`src/rtl/alu_op_sequencer.sv`:
```
`default_nettype none
// ============================================================================
//  Module      : alu_op_sequencer
//  Description : Multi-cycle signed ALU sequencer (ADD, NEG, arithmetic SHR,
//                radix-2 shift-add MUL) with a 2*WIDTH result.
//  Revision    : 1.0 - initial release
// ============================================================================
module alu_op_sequencer #(
    parameter int WIDTH = 16,
    parameter int SHW   = $clog2(WIDTH)
) (
    input  logic                 CLK,
    input  logic                 RST,
    input  logic                 START,
    input  logic [1:0]           MODE,
    input  logic [WIDTH-1:0]     OPERAND_X,
    input  logic [WIDTH-1:0]     OPERAND_Y,
    input  logic [SHW-1:0]       SHAMT,
    output logic                 BUSY,
    output logic                 DONE,
    output logic [2*WIDTH-1:0]   RESULT
);

    localparam int c_AW = 2 * WIDTH;
    localparam int c_CW = SHW + 1;

    localparam logic [1:0] c_MODE_ADD = 2'b00;
    localparam logic [1:0] c_MODE_NEG = 2'b01;
    localparam logic [1:0] c_MODE_SHR = 2'b10;
    localparam logic [1:0] c_MODE_MUL = 2'b11;

    localparam logic [c_CW-1:0] c_CNT_ONE = c_CW'(1);
    localparam logic [c_CW-1:0] c_CNT_MUL = c_CW'(WIDTH);

    typedef enum logic [1:0] {
        S_IDLE = 2'd0,
        S_LOAD = 2'd1,
        S_EXEC = 2'd2,
        S_FIN  = 2'd3
    } state_t;

    state_t             state_q, state_d;
    logic [1:0]         mode_q, mode_d;
    logic [WIDTH-1:0]   x_q, x_d;
    logic [WIDTH-1:0]   y_q, y_d;
    logic [SHW-1:0]     shamt_q, shamt_d;
    logic [c_AW-1:0]    acc_q, acc_d;
    logic [c_AW-1:0]    mcand_q, mcand_d;
    logic [c_CW-1:0]    cnt_q, cnt_d;
    logic [c_AW-1:0]    result_q, result_d;

    function automatic logic [c_AW-1:0] sext(input logic [WIDTH-1:0] v);
        return {{WIDTH{v[WIDTH-1]}}, v};
    endfunction

    always_ff @(posedge CLK) begin
        if (RST) begin
            state_q  <= S_IDLE;
            mode_q   <= '0;
            x_q      <= '0;
            y_q      <= '0;
            shamt_q  <= '0;
            acc_q    <= '0;
            mcand_q  <= '0;
            cnt_q    <= '0;
            result_q <= '0;
        end else begin
            state_q  <= state_d;
            mode_q   <= mode_d;
            x_q      <= x_d;
            y_q      <= y_d;
            shamt_q  <= shamt_d;
            acc_q    <= acc_d;
            mcand_q  <= mcand_d;
            cnt_q    <= cnt_d;
            result_q <= result_d;
        end
    end

    always_comb begin
        state_d  = state_q;
        mode_d   = mode_q;
        x_d      = x_q;
        y_d      = y_q;
        shamt_d  = shamt_q;
        acc_d    = acc_q;
        mcand_d  = mcand_q;
        cnt_d    = cnt_q;
        result_d = result_q;

        case (state_q)
            S_IDLE: begin
                if (START) begin
                    mode_d  = MODE;
                    x_d     = OPERAND_X;
                    y_d     = OPERAND_Y;
                    shamt_d = SHAMT;
                    state_d = S_LOAD;
                end
            end

            S_LOAD: begin
                // MUL builds its product from zero; the other modes work on sext(X)
                acc_d   = (mode_q == c_MODE_MUL) ? '0 : sext(x_q);
                mcand_d = sext(x_q);
                case (mode_q)
                    c_MODE_SHR: cnt_d = (shamt_q == '0) ? c_CNT_ONE : {1'b0, shamt_q};
                    c_MODE_MUL: cnt_d = c_CNT_MUL;
                    default:    cnt_d = c_CNT_ONE;
                endcase
                state_d = S_EXEC;
            end

            S_EXEC: begin
                case (mode_q)
                    c_MODE_ADD: acc_d = acc_q + sext(y_q);
                    c_MODE_NEG: acc_d = '0 - acc_q;
                    c_MODE_SHR: begin
                        if (shamt_q != '0) begin
                            acc_d = $signed(acc_q) >>> 1;
                        end
                    end
                    default: begin
                        // Y's sign bit carries weight -2^(WIDTH-1), hence subtract on the last step
                        if (y_q[0]) begin
                            acc_d = (cnt_q == c_CNT_ONE) ? (acc_q - mcand_q) : (acc_q + mcand_q);
                        end
                        mcand_d = mcand_q << 1;
                        y_d     = y_q >> 1;
                    end
                endcase
                cnt_d = cnt_q - c_CNT_ONE;
                if (cnt_q == c_CNT_ONE) begin
                    result_d = acc_d;
                    state_d  = S_FIN;
                end
            end

            default: begin
                state_d = S_IDLE;
            end
        endcase
    end

    assign BUSY   = (state_q != S_IDLE);
    assign DONE   = (state_q == S_FIN);
    assign RESULT = result_q;

endmodule
`default_nettype wire

```
`config.mk`:
```
export PLATFORM = sky130hd
export DESIGN_NAME = alu_op_sequencer
export DESIGN_NICKNAME = d
export VERILOG_FILES = /design/src/rtl/alu_op_sequencer.sv
export SDC_FILE = /design/constraint.sdc
export NUM_CORES = 1
export LEC_CHECK = 0
export CAP_MARGIN = 20
export CORE_ASPECT_RATIO = 1.1
export CORE_MARGIN = 2
export CORE_UTILIZATION = 53
export CTS_CLUSTER_SIZE = 24
export DETAILED_ROUTE_END_ITERATION = 6
export GPL_ROUTABILITY_DRIVEN = 0
export MAX_ROUTING_LAYER = met4
export PLACE_DENSITY = 0.69
export SYNTH_ARGS = -nofsm -noshare
export SYNTH_HDL_FRONTEND = slang
export SYNTH_SLANG_ARGS = --single-unit
```
`constraint.sdc`:
```
create_clock -name CLK -period 4.5 [get_ports CLK]
set_input_delay 1.35 -clock CLK [delete_from_list [all_inputs] [get_ports CLK]]
set_output_delay 1.35 -clock CLK [all_outputs]
set_load 0.01 [all_outputs]
```
## Word-level counts from Yosys, hierarchy flattened

Cells that the tools add are included.

- Add/sub/neg operators: 5
- Equal/unequal tests: 10
- Mux-type cells: 17
- Reductions and logical operators: 13

Operator list:

| kind | number |
|---|---|
| $mux W32 | 4 |
| $pmux W32 S2 | 2 |
| $pmux W32 S3 | 1 |
| $add A32 B32 Y32 | 2 |
| $mux W16 | 2 |
| $pmux W16 S2 | 1 |
| $sub A1 B32 Y32 const A | 1 |
| $sub A32 B32 Y32 | 1 |
| $mux W31 | 1 |
| $pmux W5 S2 | 2 |
| $eq A2 B2 Y1 const B | 4 |
| $reduce_and A2 Y1 | 4 |
| $ne A2 B2 Y1 const B | 3 |
| $pmux W2 S3 | 1 |
| $reduce_bool A2 Y1 | 3 |
| $eq A5 B1 Y1 const B | 1 |
| $sub A5 B1 Y5 const B | 1 |
| $eq A2 B1 Y1 const B | 2 |
| $logic_not A2 Y1 | 2 |
| $logic_not A4 Y1 | 1 |
| $mux W2 | 2 |
| $mux W4 | 1 |
| $reduce_bool A4 Y1 | 1 |
| $reduce_and A3 Y1 | 1 |
| $reduce_or A3 Y1 | 1 |

- Register bits: 141
- Input port bits: 41
- Output and inout bits: 34
- Logic and storage cells: 54

## Longest topological paths before layout

- Word-level depth: 5
- Depth in mapped cells: 19
- Depth with buffers taken out: 17

## Worst setup path after synthesis

No wires, ideal clock.

- Path type: register -> register
- Start point: register mcand_q[2]
- End point: register result_q[29] (netlist: RESULT[29])
- Setup time: 86 ps
- Data arrival time: 3,984 ps
- Required time: 4,414 ps
- Path slack: 430 ps
- Cell stages (with the launch flop): 18
- Buffers on the path: 2
- Period minus slack after synthesis: 4,070 ps
- Path through: dfxtp_1 > clkbuf_1 > or4_1 > nor4_2 > inv_1 > nor4_1 > nor2_1 > xnor2_1 > ha_1 > clkbuf_1 > nand2_1 > nor2_1 > nor4b_1 > a311oi_1 > or4b_1 > o21ai_0 > a221oi_2 > a211oi_1

- Longest elaborated chain between the ends: 4
- Elaborated cells on any way between the ends: 5
- Those cells by class: add/sub: 2; mux: 3

Ends and longest elaborated chain:

| element | RTL line | source |
|---|---|---|
| from (decl) | 48 | `logic [c_AW-1:0] mcand_q, mcand_d;` |
| from (signal assigned) | 74 | `mcand_q <= mcand_d;` |
| $add A32 B32 Y32 or $sub A32 B32 Y32 (tied branches) | 126 | `acc_d = (cnt_q == c_CNT_ONE) ? (acc_q - mcand_q) : (acc_q + mcand_q);` |
| $mux W32 (*) | 126 |  |
| $mux W32 (*) | 125 | `if (y_q[0]) begin` |
| $pmux W32 S3 (*) | 115 | `case (mode_q)` |
| to (signal assigned) | 76 | `result_q <= result_d;` |
| to (decl) | 50 | `logic [c_AW-1:0] result_q, result_d;` |

Every way passes the cells marked *; elsewhere a longest branch is shown, timed or not.
A chain may end at the register's enable or synchronous reset.

## Final worst setup path

- Start point: register mcand_q[8]
- End point: register result_q[29] (netlist: RESULT[29])

Same word-level chain as after synthesis.

==> impl_summary.txt <==
----------------------------------------------------
[Run status]
  Run status ... complete, but fails checks
  Violations in the final reports ... design-rule violations

[STA]
  Sum Neg Setup Slack ... 0 ns
  Final Critical Period ... 4.28 ns
  Worst slew pin tran ... 1.15 ns
  RSZ-0062 raised after global routing ... true
  Maximum clock frequency ... 234 MHz
  Slew headroom ... 0.227
  Final worst hold slack ... 0.457 ns
  Pins Over Slew Limit ... 0
  Setup clock skew after layout ... 0.0148 ns
  Number of hold violations in the final report ... 0
  Count of endpoints failing setup in the final report ... 0
  Period Utilization, post-route ... 0.951
  Final critical-path setup slack ... 0.220 ns

[Setup path]
  Endpoint required time on the critical path ... 4.85 ns
  Data arrival time at the worst-slack endpoint ... 4.63 ns
  Reg-to-reg setup timing slack ... 0.22 ns
  Endpoint class of the critical path ... flop
  Source of the worst register-to-register timing path ... mcand_q[8]
  Terminus of the critical flop-to-flop path ... RESULT[29]
  Kind of critical path ... reg2reg
  Crit Path Max Fanout ... 6
  Number of cells on the worst reg-to-reg path ... 15
  Startpoint types ... flop

[Logic synthesis]
  Area of the mapped netlist ... 0.0119 mm^2
  Syn Inst Count ... 1623
  Register area share after synthesis ... 0.236
  Average cell area after synthesis ... 7.36 um^2
  Cell variety after synth ... 86
  Proportion of synthesized flip-flops having asynchronous set or reset ... 0
  Flip-flop cell with the highest count after synthesis ... sky130_fd_sc_hd__dfxtp_1
  Yosys warning total ... 0
  Number of storage elements in the synthesis netlist ... 141
  Post-synth EDFFs ... 0
  Net count of the mapped netlist ... 1736

[Die]
  Boundary Pins ... 75
  Die span in y ... 161 um
  Initial Util ... 0.540
  Std-Cell Rows ... 57
  Area of the die ... 0.0238 mm^2
  Placeable core area ... 0.0221 mm^2
  Die Width ... 147 um

[Power and ir drop]
  Cell internal pwr ... 5.62 mW
  Part of the power in registers ... 0.190
  Net switching component of the power ... 6.47 mW
  Switching portion of total power ... 0.535
  Power Dens Cells ... 884 mW/mm^2
  Leakage dissipation ... 5.17 nW
  Clock network power share ... 0.126
  Worst IR drop on VDD ... 0.000480 V
  Total Power ... 12.1 mW
  Combinational group share of total power ... 0.685

[Drt]
  Count of TritonRoute iterations in the first routing pass ... 7
  Routed Wire Length ... 40000 um
  Residual DRC ... 1
  Post-detailed-route count of antenna-violating nets ... 0
  Routed wirelength normalized by instance count ... 20.6 um
  Via count ... 12.8k
  Post-detailed-route via-to-cell ratio ... 6.58
  Detailed router's first-iteration violation count ... 1070

[CTS]
  Sink count of the clock tree ... 141
  H-tree levels ... 4
  Number of buffers created by CTS ... 17
  Cell at the root of the clock tree ... sky130_fd_sc_hd__clkbuf_16
  Clock insertion delay at the later pin of the skew report ... 0.44 ns
  TritonCTS clock tree ... done
  Number of buffers inserted by hold repair at cts ... 0
  CTS clk-pin slew, worst paths ... 0.07 ns
  Max clock buf depth ... 2

[Finish]
  Fraction of final layout cells sized beyond drive strength 1 ... 0.0775
  Fillers ... 2105
  Utilization after layout ... 0.618
  Area overhead of the layout relative to synthesis ... 14.4%
  Antenna diode count ... 0
  Final instance area ... 0.0137 mm^2
  Post-Layout Cell Count ... 1946
  Net count, final ... 1751

[Global route]
  Final global-route overflow total ... 0
  Wire length of the first global-routing pass ... 63800 um
  Number of antenna violations at the first check in global routing ... 0
  Number of global-route vias before repair ... 12.0k
  Largest net degree at the start of global routing ... 80
  All-Layer GR Usage ... 0.344

[Hold path]
  Number of stages on the worst hold path ... 2
  Hold Path Sink ... RESULT[12]
  Type of the most critical hold path ... reg2reg
  Worst hold path startpoint ... RESULT[12]

[Place]
  Number of placed cells counting well taps ... 1913
  Port-buffer cells ... 74
  Placed instance area ... 0.0129 mm^2
  Pre-CTS setup slack ... 0.0776 ns
  Post-detailed-placement half-perimeter wirelength ... 29500 um

[Flow run]
  Number of maximum-capacitance constraint violations ... 0

----------------------------------------------------
cell usage after synthesis (7+ instances only):
cell	count	area (um^2)
sky130_fd_sc_hd__nand3_1	24	120
sky130_fd_sc_hd__nand2b_1	7	43.8
sky130_fd_sc_hd__xnor2_1	47	412
sky130_fd_sc_hd__nand2_1	170	638
sky130_fd_sc_hd__a211o_1	8	70.1
sky130_fd_sc_hd__o22ai_1	14	87.6
sky130_fd_sc_hd__clkbuf_1	111	417
sky130_fd_sc_hd__or3_1	21	131
sky130_fd_sc_hd__nor3_1	30	150
sky130_fd_sc_hd__nand3b_1	8	60.1
sky130_fd_sc_hd__nand4_1	20	125
sky130_fd_sc_hd__a22oi_1	16	120
sky130_fd_sc_hd__a31oi_1	18	113
sky130_fd_sc_hd__nor3b_1	7	52.6
sky130_fd_sc_hd__nor2_1	172	646
sky130_fd_sc_hd__inv_1	29	109
sky130_fd_sc_hd__a211oi_1	87	653
sky130_fd_sc_hd__dfxtp_1	141	2820
sky130_fd_sc_hd__xor2_1	34	298
sky130_fd_sc_hd__o31ai_1	11	82.6
sky130_fd_sc_hd__a21oi_1	197	986
sky130_fd_sc_hd__a21o_1	25	188
sky130_fd_sc_hd__o21bai_1	8	60.1
sky130_fd_sc_hd__o211ai_1	20	150
sky130_fd_sc_hd__a21boi_0	8	60.1
sky130_fd_sc_hd__o21ai_1	8	40.0
sky130_fd_sc_hd__o21a_1	17	128
sky130_fd_sc_hd__ha_1	70	876
sky130_fd_sc_hd__o21ai_0	81	405
sky130_fd_sc_hd__a221oi_1	10	87.6
sky130_fd_sc_hd__or4_1	10	75.1
sky130_fd_sc_hd__nor4_1	17	106
sky130_fd_sc_hd__o221ai_1	7	61.3
sky130_fd_sc_hd__mux2i_1	49	490
layer usage:
metal  vias to the layer above  global-route usage  wire length (um)
met5                         -                   -                 0
met4                         0               0.221              2880
met3                       181              0.0486              2840
met2                       599               0.543             18200
met1                      5929               0.412             16100
li1                       6096                   -                 -
layout by cell type (no fill, tap or decap), types with 16 or more instances in the layout:
cell and count:
sky130_fd_sc_hd__a211oi_1 83, sky130_fd_sc_hd__a21o_1 25, sky130_fd_sc_hd__a21oi_1 194, sky130_fd_sc_hd__a22oi_1 16, sky130_fd_sc_hd__a31oi_1 18, sky130_fd_sc_hd__buf_4 44
sky130_fd_sc_hd__clkbuf_16 17, sky130_fd_sc_hd__clkdlybuf4s50_1 73, sky130_fd_sc_hd__dfxtp_1 141, sky130_fd_sc_hd__ha_1 69, sky130_fd_sc_hd__inv_1 29, sky130_fd_sc_hd__mux2i_1 49
sky130_fd_sc_hd__nand2_1 170, sky130_fd_sc_hd__nand3_1 23, sky130_fd_sc_hd__nand4_1 20, sky130_fd_sc_hd__nor2_1 169, sky130_fd_sc_hd__nor3_1 29, sky130_fd_sc_hd__o211ai_1 20
sky130_fd_sc_hd__o21a_1 16, sky130_fd_sc_hd__o21ai_0 80, sky130_fd_sc_hd__or3_1 21, sky130_fd_sc_hd__xnor2_1 47, sky130_fd_sc_hd__xor2_1 34
worst max-delay path by stage:
stage	slack (ns)	from	endpoint	cells after the start
5_1_grt	-0.06	mcand_q[8]	RESULT[30]	15
2_1_floorplan	0.43	mcand_q[2]	RESULT[29]	17
6_report	0.22	mcand_q[8]	RESULT[29]	15
3_5_place_dp	0.08	mcand_q[2]	RESULT[27]	17
4_1_cts	0.01	mcand_q[2]	RESULT[27]	17
3_3_place_gp	0.15	mcand_q[2]	RESULT[27]	17
repair_timing:
item	in CTS	in global routing
endpoints found under the setup margin	0	23
buffers inserted	0	0
hold endpoints to repair	0	0
resized for setup	0	21
critical path, stage by stage (launching register included):
cell and delay [ns]:
sky130_fd_sc_hd__dfxtp_1 0.39, sky130_fd_sc_hd__or4_1 0.60, sky130_fd_sc_hd__nor4_2 0.26, sky130_fd_sc_hd__nand3_1 0.17
sky130_fd_sc_hd__or2_2 0.32, sky130_fd_sc_hd__o21ai_0 0.20, sky130_fd_sc_hd__xor2_1 0.19, sky130_fd_sc_hd__ha_1 0.33
sky130_fd_sc_hd__a21o_1 0.24, sky130_fd_sc_hd__nor4b_1 0.26, sky130_fd_sc_hd__buf_4 0.18, sky130_fd_sc_hd__a311oi_2 0.12
sky130_fd_sc_hd__or4b_1 0.51, sky130_fd_sc_hd__o21ai_0 0.13, sky130_fd_sc_hd__a221oi_2 0.11, sky130_fd_sc_hd__a211oi_1 0.20
registers in the layout, indices dropped and copies added, names as in the netlist:
| register | count |
|---|---|
| RESULT | 32 |
| y_q | 16 |
| cnt_q | 5 |
| x_q | 16 |
| state_q | 2 |
| mcand_q | 32 |
| acc_q | 32 |
| shamt_q | 4 |
| mode_q | 2 |
cells by family (layout without fill, tap and decap cells):
logic type / after synthesis / after routing / synth area share
fa+ha+maj: 72 / 72 / 0.0767
buf+inv: 153 / 181 / 0.0495
mux: 52 / 52 / 0.0439
simple gates: 531 / 531 / 0.212
compound gates: 593 / 593 / 0.322
xor+xnor: 81 / 81 / 0.0594
flops: 141 / 141 / 0.236
power groups by stage:
| stage | clock [mW] | combinational, mW | sequential [mW] |
|---|---|---|---|
| floorplan | 0 | 6.17 | 1.98 |
| global placement | 0 | 7.85 | 2.28 |
| detailed placement | 0 | 7.94 | 2.29 |
| CTS | 1.52 | 8.01 | 2.26 |
| global route | 1.58 | 9.05 | 2.34 |
| finish | 1.52 | 8.27 | 2.29 |
final cells by class:
class / instances / area, um^2 / area share
multi-input cells: 1329 / 8660 / 0.634
repair buffers: 118 / 1080 / 0.0791
inverters: 31 / 116 / 0.00852
well taps: 295 / 369 / 0.0270
flip-flops and latches: 141 / 2820 / 0.207
clock inverters: 14 / 174 / 0.0127
clock buffers: 18 / 439 / 0.0321
No activity file was read; power rests on OpenSTA's default activity.
